$ cat src/rtl/beep_pkg.sv
// beep_pkg: shared definitions for the beep_jingle buzzer block.
//   - game mode encodings that trigger a jingle
//   - FSM state and melody select enums
//   - half-period tables (cycles at 100 MHz) for the two four-note melodies
package beep_pkg;

    localparam logic [1:0] MODE_WAIT = 2'b00;
    localparam logic [1:0] MODE_OVER = 2'b11;

    localparam int TONE_W = 18;

    typedef enum logic [1:0] {
        ST_IDLE = 2'd0,
        ST_PLAY = 2'd1,
        ST_DONE = 2'd2
    } state_t;

    typedef enum logic {
        MEL_START = 1'b0,
        MEL_OVER  = 1'b1
    } melody_t;

    // Element [0] is the first note of each melody.
    // START: C5 E5 G5 C6 (rising), OVER: G4 F4 E4 C4 (falling).
    localparam logic [3:0][TONE_W-1:0] HALF_START = {
        18'd47755, 18'd63775, 18'd75872, 18'd95602
    };
    localparam logic [3:0][TONE_W-1:0] HALF_OVER = {
        18'd190839, 18'd151515, 18'd143266, 18'd127551
    };

    // True for the two modes that start a jingle.
    function automatic logic is_jingle_mode(input logic [1:0] mode);
        return (mode == MODE_WAIT) || (mode == MODE_OVER);
    endfunction

endpackage

$ cat src/rtl/beep_tone_gen.sv
// beep_tone_gen: square-wave divider for the buzzer.
//   clk          in  : system clock
//   rst          in  : synchronous active-high reset
//   half_period  in  : cycles per half wave (counter wraps at half_period-1)
//   enable       in  : count while high, hold otherwise
//   restart      in  : clear counter and force tone low (wins over enable)
//   tone         out : registered square wave, starts low after restart
module beep_tone_gen
    import beep_pkg::*;
(
    input  logic              clk,
    input  logic              rst,
    input  logic [TONE_W-1:0] half_period,
    input  logic              enable,
    input  logic              restart,
    output logic              tone
);

    logic [TONE_W-1:0] cnt_reg;

    always_ff @(posedge clk) begin
        if (rst || restart) begin
            cnt_reg <= '0;
            tone    <= 1'b0;
        end else if (enable) begin
            // >= keeps the divider sane if the period shrinks mid-count
            if (cnt_reg >= half_period - TONE_W'(1)) begin
                cnt_reg <= '0;
                tone    <= ~tone;
            end else begin
                cnt_reg <= cnt_reg + TONE_W'(1);
            end
        end
    end

endmodule

$ cat src/rtl/beep_jingle.sv
// beep_jingle: plays a rising four-note jingle when the game enters the
// waiting mode (00) and a falling one when it enters game over (11).
//   clk       in  : system clock
//   rst       in  : synchronous active-high reset
//   gamemode  in  : 00 wait, 01/10 playing, 11 game over
//   beep      out : registered buzzer square wave
//   playing   out : registered, high while a jingle is in progress
// Parameters:
//   CLK_HZ     : clock frequency, informational (tables assume 100 MHz)
//   NOTE_TICKS : cycles per note slot
//   TONE_DIV   : divides every half period; 1 gives the real pitches,
//                larger values give fast-running simulations
module beep_jingle
    import beep_pkg::*;
#(
    parameter int CLK_HZ     = 100_000_000,
    parameter int NOTE_TICKS = 15_000_000,
    parameter int TONE_DIV   = 1
) (
    input  logic       clk,
    input  logic       rst,
    input  logic [1:0] gamemode,
    output logic       beep,
    output logic       playing
);

    localparam int  SLOT_W = (NOTE_TICKS > 1) ? $clog2(NOTE_TICKS) : 1;
    localparam logic [SLOT_W-1:0] SLOT_LAST = SLOT_W'(NOTE_TICKS - 1);
    // A non-positive clock setting mutes the block instead of misbehaving.
    localparam bit  CLK_OK = (CLK_HZ > 0);

    state_t            state_reg;
    melody_t           melody_reg;
    logic [1:0]        prev_mode_reg;
    logic [1:0]        note_reg;
    logic [SLOT_W-1:0] slot_reg;

    logic [3:0][TONE_W-1:0] start_tbl;
    logic [3:0][TONE_W-1:0] over_tbl;
    logic [TONE_W-1:0]      half_sel;

    logic entry_evt;
    logic abort_evt;
    logic slot_wrap;

    // Scaled period tables; constant expressions, folded at elaboration.
    for (genvar gi = 0; gi < 4; gi++) begin : g_tbl
        assign start_tbl[gi] = TONE_W'(int'(HALF_START[gi]) / TONE_DIV);
        assign over_tbl[gi]  = TONE_W'(int'(HALF_OVER[gi])  / TONE_DIV);
    end

    assign half_sel = (melody_reg == MEL_OVER) ? over_tbl[note_reg]
                                               : start_tbl[note_reg];

    assign entry_evt = is_jingle_mode(gamemode) && (gamemode != prev_mode_reg);
    assign abort_evt = !is_jingle_mode(gamemode) && (gamemode != prev_mode_reg);
    assign slot_wrap = (state_reg == ST_PLAY) && (slot_reg == SLOT_LAST);

    always_ff @(posedge clk) begin
        if (rst) begin
            state_reg     <= ST_IDLE;
            melody_reg    <= MEL_START;
            // 01 here lets a 00 held through reset count as a fresh entry
            prev_mode_reg <= 2'b01;
            note_reg      <= 2'd0;
            slot_reg      <= '0;
            playing       <= 1'b0;
        end else begin
            prev_mode_reg <= gamemode;
            if (entry_evt) begin
                state_reg  <= ST_PLAY;
                melody_reg <= (gamemode == MODE_OVER) ? MEL_OVER : MEL_START;
                note_reg   <= 2'd0;
                slot_reg   <= '0;
                playing    <= 1'b1;
            end else if (abort_evt) begin
                state_reg <= ST_IDLE;
                note_reg  <= 2'd0;
                slot_reg  <= '0;
                playing   <= 1'b0;
            end else if (state_reg == ST_PLAY) begin
                if (slot_wrap) begin
                    slot_reg <= '0;
                    if (note_reg == 2'd3) begin
                        state_reg <= ST_DONE;
                        note_reg  <= 2'd0;
                        playing   <= 1'b0;
                    end else begin
                        note_reg <= note_reg + 2'd1;
                    end
                end else begin
                    slot_reg <= slot_reg + SLOT_W'(1);
                end
            end
        end
    end

    // Restart on every event that must leave the buzzer low on the next
    // edge: new jingle, abort, and each note boundary (including the end).
    beep_tone_gen u_tone (
        .clk         (clk),
        .rst         (rst),
        .half_period (half_sel),
        .enable      ((state_reg == ST_PLAY) && CLK_OK),
        .restart     (entry_evt || abort_evt || slot_wrap),
        .tone        (beep)
    );

endmodule

$ cat config.mk
export PLATFORM = sky130hd
export DESIGN_NAME = beep_jingle
export DESIGN_NICKNAME = d
export VERILOG_FILES = /design/src/rtl/beep_pkg.sv /design/src/rtl/beep_tone_gen.sv /design/src/rtl/beep_jingle.sv
export SDC_FILE = /design/constraint.sdc
export NUM_CORES = 1
export LEC_CHECK = 0
export BUFFER_PORTS_ARGS = -buffer_cell sky130_fd_sc_hd__buf_2
export CAP_MARGIN = 20
export CORE_AREA = 2 2 111 113
export CTS_BUF_LIST = sky130_fd_sc_hd__clkbuf_4
export DETAILED_ROUTE_END_ITERATION = 8
export DIE_AREA = 0 0 113 115
export SLEW_MARGIN = 20
export SYNTH_ARGS = -nofsm -noshare
export SYNTH_HDL_FRONTEND = slang
export SYNTH_SLANG_ARGS = --single-unit
$ cat constraint.sdc
create_clock -name clk -period 4 [get_ports clk]
set_clock_uncertainty 0.05 [all_clocks]
set_input_delay 0.4 -clock clk [delete_from_list [all_inputs] [get_ports clk]]
set_output_delay 0.4 -clock clk [all_outputs]
set_load 0.03 [all_outputs]
==> results.yml, run 1 <==
layout:
  num-nets-final: 389
  drive_gt1_frac: 0.05352
  instances_no_fill: 502
  n_antenna_cell: 0
  fillers: 1281
  largest_reg_flops: 24
  syn_to_final_growth_pct: 8.424
routing:
  drc: 0
  drtAntennaViolNets: 0
  detail_route.wl_per_cell_um: 11.47
  dr_wl_met3_um: 160
  vias_per_cell: 4.588
  drtPass1Iterations: 4
  route.met2.wl_um: 2729
  drtIter0Drc: 76
  num_vias: 2303
  highest_layer: "met4"
  met1_length_um: 2757
  wl_um: 5758
power:
  peakVddDrop_mv: 0.1496
  p_leak_nw: 1.055
  pwr_density_cell_nw_per_um2: 252.8
critical_path:
  startpoint_type: "flip-flop"
  cp_max_fo: 18
  reg2reg_depth: 15
  path_class: "flip-flop to flip-flop"
  cp.arrival_ns: 3.96
  cp.required_ns: 4.25
  worst_setup_path_end_kind: "flip-flop"
min_path:
  hold_class: "input port to flip-flop"
  whs_path_depth: 2
timing:
  max-slew-margin-rel: 0.5169
  period_needed_ns: 3.707
  tns_ns: 0
  worst_pin_slew_ns: 0.7228
  timing.final.hold_violations: 0
  finalSetupViolCount: 0
  setup_ws_ns: 0.2927
  fmax_mhz: 269.7
  min_period_over_period: 0.9268
  finalMaxSlewViolations: 0
  rsz0062_at_grt: "false"
floorplan:
  die-height_um: 115
  coreArea_um2: 11810
  ios: 6
  initial_core_util: 0.2427
  die-area_um2: 13000
  num_rows: 40
  fp.dieW_um: 113
logic_synthesis:
  async_flop_share: 0
  avgSynthCellArea_um2: 8.237
  synthCells: 348
  synth_warnings: 0
  synth_mux_area_frac: 0
  synth-simple-area-share: 0.2802
  synth_xor_area_frac: 0.1314
  syn-num-nets: 382
  synth_compound_area_frac: 0.08075
  post_synth_instance_area_um2: 2866
  synth_seq_cells: 50
  synth_edf_count: 0
  ys_types: 39
  synth_top_flop_cell: "dfxtp_1"
  synthAdderAreaFrac: 0.1309
  seq_area_frac_synth: 0.3492
  synth_top_family_by_area: "simple AND/OR/NAND/NOR gates"
place:
  place.gp.congestion: 0.8612
  pre_cts_ws_ns: 0.3401
  dp_hpwl_um: 4350
  placed_cells: 495
  port_buffers: 5
status:
  status: "finished clean"
clock_network:
  cts_tree: "done"
  cts_buffer_depth: 2
  numCtsBuffers: 5
  clock_latency_ns: 0.36
  holdBufCountCts: 0
  clk_pin_slew_ns: 0.14
  cts-root-buf: "clkbuf_4"
  clkSinkCount: 50
  post_cts_resized: 0
  cts_setup_buffers: 0
  cts_max_level: 2
job:
  max-cap-violations: 0
global_route:
  grt_pass1_vias: 2269
  grt_max_degree: 23
  grt-ovfl-total: 0
  grt_use_total: 0.09374
  grt_pass1_wl_um: 10070
  antenna_found_initial: 0
-- per-layer routing --
| layer | up-vias | track usage |
|---|---|---|
| li1 | 1205 | - |
| met1 | 1075 | 0.1115 |
| met2 | 15 | 0.1649 |
| met3 | 8 | 0.02056 |
| met4 | 0 | 0.03740 |
| met5 | - | 0 |
-- critical path: stages, from the launching register on --
cell	delay, ns
dfxtp_1	0.50
inv_1	0.16
ha_1	0.27
or3_1	0.41
o22ai_1	0.14
nand3_1	0.14
or3_1	0.36
a21oi_1	0.15
ha_1	0.26
a21oi_1	0.18
o21a_1	0.14
nor2_1	0.03
o31ai_1	0.37
nand4_2	0.13
buf_4	0.23
a21oi_1	0.12
-- path summary, 6_finish.rpt --
kind,start,to,slack (ns)
worst max-delay path,note_reg[1],u_tone.cnt_reg[1],0.29
worst min-delay path,rst,prev_mode_reg[1],0.21
worst max register to register,note_reg[1],u_tone.cnt_reg[1],0.29
worst min register to register,state_reg[1],state_reg[1],0.42
-- area by class of cell --
cell class / count / area, um2 / area share
clock buffers: 5 / 37.54 / 0.01208
well taps: 147 / 183.9 / 0.05918
flip-flops and latches: 50 / 1001 / 0.3221
inverters: 12 / 45.04 / 0.01449
clock inverters: 2 / 13.76 / 0.004428
multi-input cells: 279 / 1787 / 0.5749
repair buffers: 7 / 40.04 / 0.01288
-- layout by cell type (no fill, tap or decap), drive strengths merged --
cell type  instances
a21boi             4
a21oi             17
a31oi              1
and2               3
and3               6
and4               1
buf                7
clkbuf             5
clkinv             2
dfxtp             50
ha                30
inv               12
nand2             41
nand2b             3
nand3             13
nand4             14
nand4bb            1
nor2              56
nor2b              4
nor3               9
nor3b              2
nor4               4
o2111a             1
o211ai             3
o21a               1
o21ai              9
o22ai              2
o31ai              1
or2                1
or3                7
or4                1
or4b               1
xnor2             22
xor2              21
-- Yosys cell counts, types with 2 or more instances --
master    count  area [um2]
a21boi_0      4       30.03
a21oi_1      16       80.08
and2_1        3       18.77
and3_1        5       31.28
buf_2         3       15.01
clkbuf_1      2       7.510
dfxtp_1      50        1001
ha_1         30       375.4
inv_1        11       41.29
nand2_1      41       153.9
nand2b_1      3       18.77
nand3_1      13       65.06
nand4_1      12       75.07
nand4_2       2       25.02
nor2_1       56       210.2
nor2b_1       4       25.02
nor3_1        9       45.04
nor3b_1       2       15.01
nor4_1        4       25.02
o211ai_1      3       22.52
o21ai_0       9       45.04
o22ai_1       2       12.51
or3_1         7       43.79
xnor2_1      22       192.7
xor2_1       21       183.9
-- stage by stage --
step	util	power, mW	hold slack, ns	instance area, um2
CTS	0.2631	0.8017	0.1991	3108
detailed placement	0.2588	0.5679	0.4006	3057
finish	0.2631	0.7858	0.2056	3108
floorplan	-	0.5525	0.3839	2867
global placement	0.2588	0.5670	0.3952	3057
global route	0.2631	0.8245	0.2078	3108
-- cells by family after synthesis --
kind of cell               count (synthesis)
and+or+nand+nor                          167
DFF                                       50
xor gates and xnor gates                  43
AOI/OAI and AO/OA                         39
adders and majority gates                 30
buffers and inverters                     19
-- where the power goes --
| group | internal (mW) | switching (mW) | total [mW] |
|---|---|---|---|
| combinational | 0.0168 | 0.0348 | 0.0516 |
| sequential | 0.501 | 0.00351 | 0.505 |
| clock | 0.0670 | 0.162 | 0.229 |
| total | 0.585 | 0.200 | 0.786 |
(Power assumes the default switching activity.)
==> run 2, diff against run 1 <==
--- a/config.mk
+++ b/config.mk
@@ -7,10 +7,10 @@
 export LEC_CHECK = 0
 export BUFFER_PORTS_ARGS = -buffer_cell sky130_fd_sc_hd__buf_2
 export CAP_MARGIN = 20
-export CORE_AREA = 2 2 111 113
+export CORE_AREA = 2 2 84 147
 export CTS_BUF_LIST = sky130_fd_sc_hd__clkbuf_4
 export DETAILED_ROUTE_END_ITERATION = 8
-export DIE_AREA = 0 0 113 115
+export DIE_AREA = 0 0 86 149
 export SLEW_MARGIN = 20
 export SYNTH_ARGS = -nofsm -noshare
 export SYNTH_HDL_FRONTEND = slang
==> constraint.sdc (replaced) <==
create_clock -name clk -period 3.26 [get_ports clk]
set_clock_uncertainty 0.05 [all_clocks]
set_input_delay 0.326 -clock clk [delete_from_list [all_inputs] [get_ports clk]]
set_output_delay 0.326 -clock clk [all_outputs]
set_load 0.03 [all_outputs]
==> run 2 against run 1 <==
Net effect:
- count of clock-buffer cells in the layout stayed put
- sequential cell count stayed put
- critical path depth stayed put
- sequential share of layout area is 2.6 points lower
- critical endpoint is now u_tone.cnt_reg[4]
- the run now ends with negative setup slack left
- highest routed layer unchanged
- worst hold slack worse by 0.11 ns
- setup slack worse by 0.32 ns
==> results.yml, run 2 (same netlist as run 1, synthesis figures left out) <==
floorplan:
  initial_core_util: 0.2442
  die-area_um2: 12810
  ios: 6
  die-height_um: 149
  num_rows: 53
  coreArea_um2: 11740
  fp.dieW_um: 86
layout:
  n_antenna_cell: 0
  num-nets-final: 408
  seq_area_um2: 1007
  largest_reg_flops: 24
  fillers: 1229
  stdcell_area_um2: 3405
  finish.utilization: 0.2901
  final_cell_mix: "dfxtp_1 (47), nor2_1 (42), nand2_1 (40), ha_1 (27), xnor2_1 (22)"
  final_common_cell: "dfxtp_1"
  drive_gt1_frac: 0.1898
  instances_no_fill: 511
  syn_to_final_growth_pct: 18.77
  multi_input_area_um2: 1919
status:
  status: "finished, violations left"
  violations: "negative setup slack"
timing:
  timing.final.hold_violations: 0
  period_needed_ns: 3.285
  max-slew-margin-rel: 0.6490
  rsz0062_at_grt: "true"
  finalSetupViolCount: 10
  tns_ns: -0.1412
  fmax_mhz: 304.4
  finalMaxSlewViolations: 0
  min_period_over_period: 1.008
  worst_pin_slew_ns: 0.5225
  setup_ws_ns: -0.02546
place:
  pre_cts_ws_ns: -0.05365
  dp_hpwl_um: 5031
  placed_cells: 496
  place.gp.congestion: 0.8088
  port_buffers: 5
  placed_area_um2: 3137
clock_network:
  cts_max_level: 2
  clock_latency_ns: 0.38
  cts_tree: "done"
  numCtsBuffers: 5
  cts-root-buf: "clkbuf_4"
  cts_buffer_depth: 2
  clkSinkCount: 50
  holdBufCountCts: 0
  clk_pin_slew_ns: 0.15
global_route:
  grt_pass1_vias: 2422
  antenna_found_initial: 0
  grt_max_degree: 22
  grt_use_total: 0.1051
  grt_pass1_wl_um: 10830
  grt-ovfl-total: 0
routing:
  drc: 0
  num_vias: 2462
  drtPass1Iterations: 4
  drtAntennaViolNets: 0
  drtIter0Drc: 113
  wl_um: 6578
  vias_per_cell: 4.818
  detail_route.wl_per_cell_um: 12.87
power:
  peakVddDrop_mv: 0.2465
  pwr_density_cell_nw_per_um2: 289.0
  p_leak_nw: 1.157
critical_path:
  path_class: "flip-flop to flip-flop"
  crit_slowest_cell: "or3_1"
  cp_max_fo: 8
  worst_setup_path_end_kind: "flip-flop"
  cp_cell_sequence: "inv_4 -> ha_4 -> or3_4 -> o22ai_2 -> nand3_1 -> or3_1 -> a21oi_2 -> ha_1 -> a21oi_2 -> o21a_1 -> nor2_1 -> o31ai_2 -> nand4_2 -> buf_6 -> nor2_1"
  cp.buffers_inverters: 2
  cp.required_ns: 3.52
  crit_path_max_incr_delay_ns: 0.40
  cp.arrival_ns: 3.54
  crit_family: "simple AND/OR/NAND/NOR gates"
  startpoint_type: "flip-flop"
min_path:
  hold_class: "input port to flip-flop"
job:
  max-cap-violations: 0
-- run 2: layout make-up --
cell class | instances | area share
clock buffers | 5 | 0.01103
clock inverters | 2 | 0.004043
inverters | 12 | 0.01580
multi-input cells | 279 | 0.5638
flip-flops and latches | 50 | 0.2958
well taps | 137 | 0.05035
repair buffers | 26 | 0.05917
-- run 2: worst reg2reg max path, delay by kind of cell, from the launching register on --
family	cells	cell delay (ns)
AND/OR/NAND/NOR	6	1.26
AO/OA/AOI/OAI	5	0.79
adder cells (fa/ha/maj)	2	0.43
flip-flops	1	0.39
buffers and inverters	2	0.30
-- run 2: path summary, 6_finish.rpt --
path,startpoint,to,slack [ns],cells after the start
worst max-delay path,note_reg[0],u_tone.cnt_reg[4],-0.03,15
worst min-delay path,rst,melody_reg,0.09,2
worst max register to register,note_reg[0],u_tone.cnt_reg[4],-0.03,15
worst min register to register,slot_reg[1],slot_reg[1],0.43,2
-- run 2: per-stage QoR --
stage / total power [mW] / hold WS [ns]
after detailed placement: 0.7037 / 0.4159
after global routing: 1.028 / 0.08171
final: 0.9841 / 0.09426
after floorplan: 0.6788 / 0.3476
after global placement: 0.7025 / 0.3943
after CTS: 0.9902 / 0.07790
-- run 2: timing repair --
| item | in CTS | in global routing |
|---|---|---|
| resized for setup | 1 | 47 |
| cloned | 0 | 1 |
| pin swaps | 2 | 24 |
| buffers inserted | 2 | 5 |
| endpoints found under the setup margin | 17 | 19 |
-- run 2: metal layers --
layer | GRT usage | vias up | routed length, um
met5 | 0 | - | 0
met4 | 0.05952 | 0 | 298
met3 | 0.01384 | 19 | 104
met2 | 0.2031 | 31 | 3735
met1 | 0.1034 | 1167 | 2440
li1 | - | 1245 | -
-- run 2: where the power goes --
group,switching [mW],internal [mW],total (mW)
Clock,0.200,0.0820,0.282
Sequential,0.00371,0.614,0.618
Combinational,0.0521,0.0313,0.0834
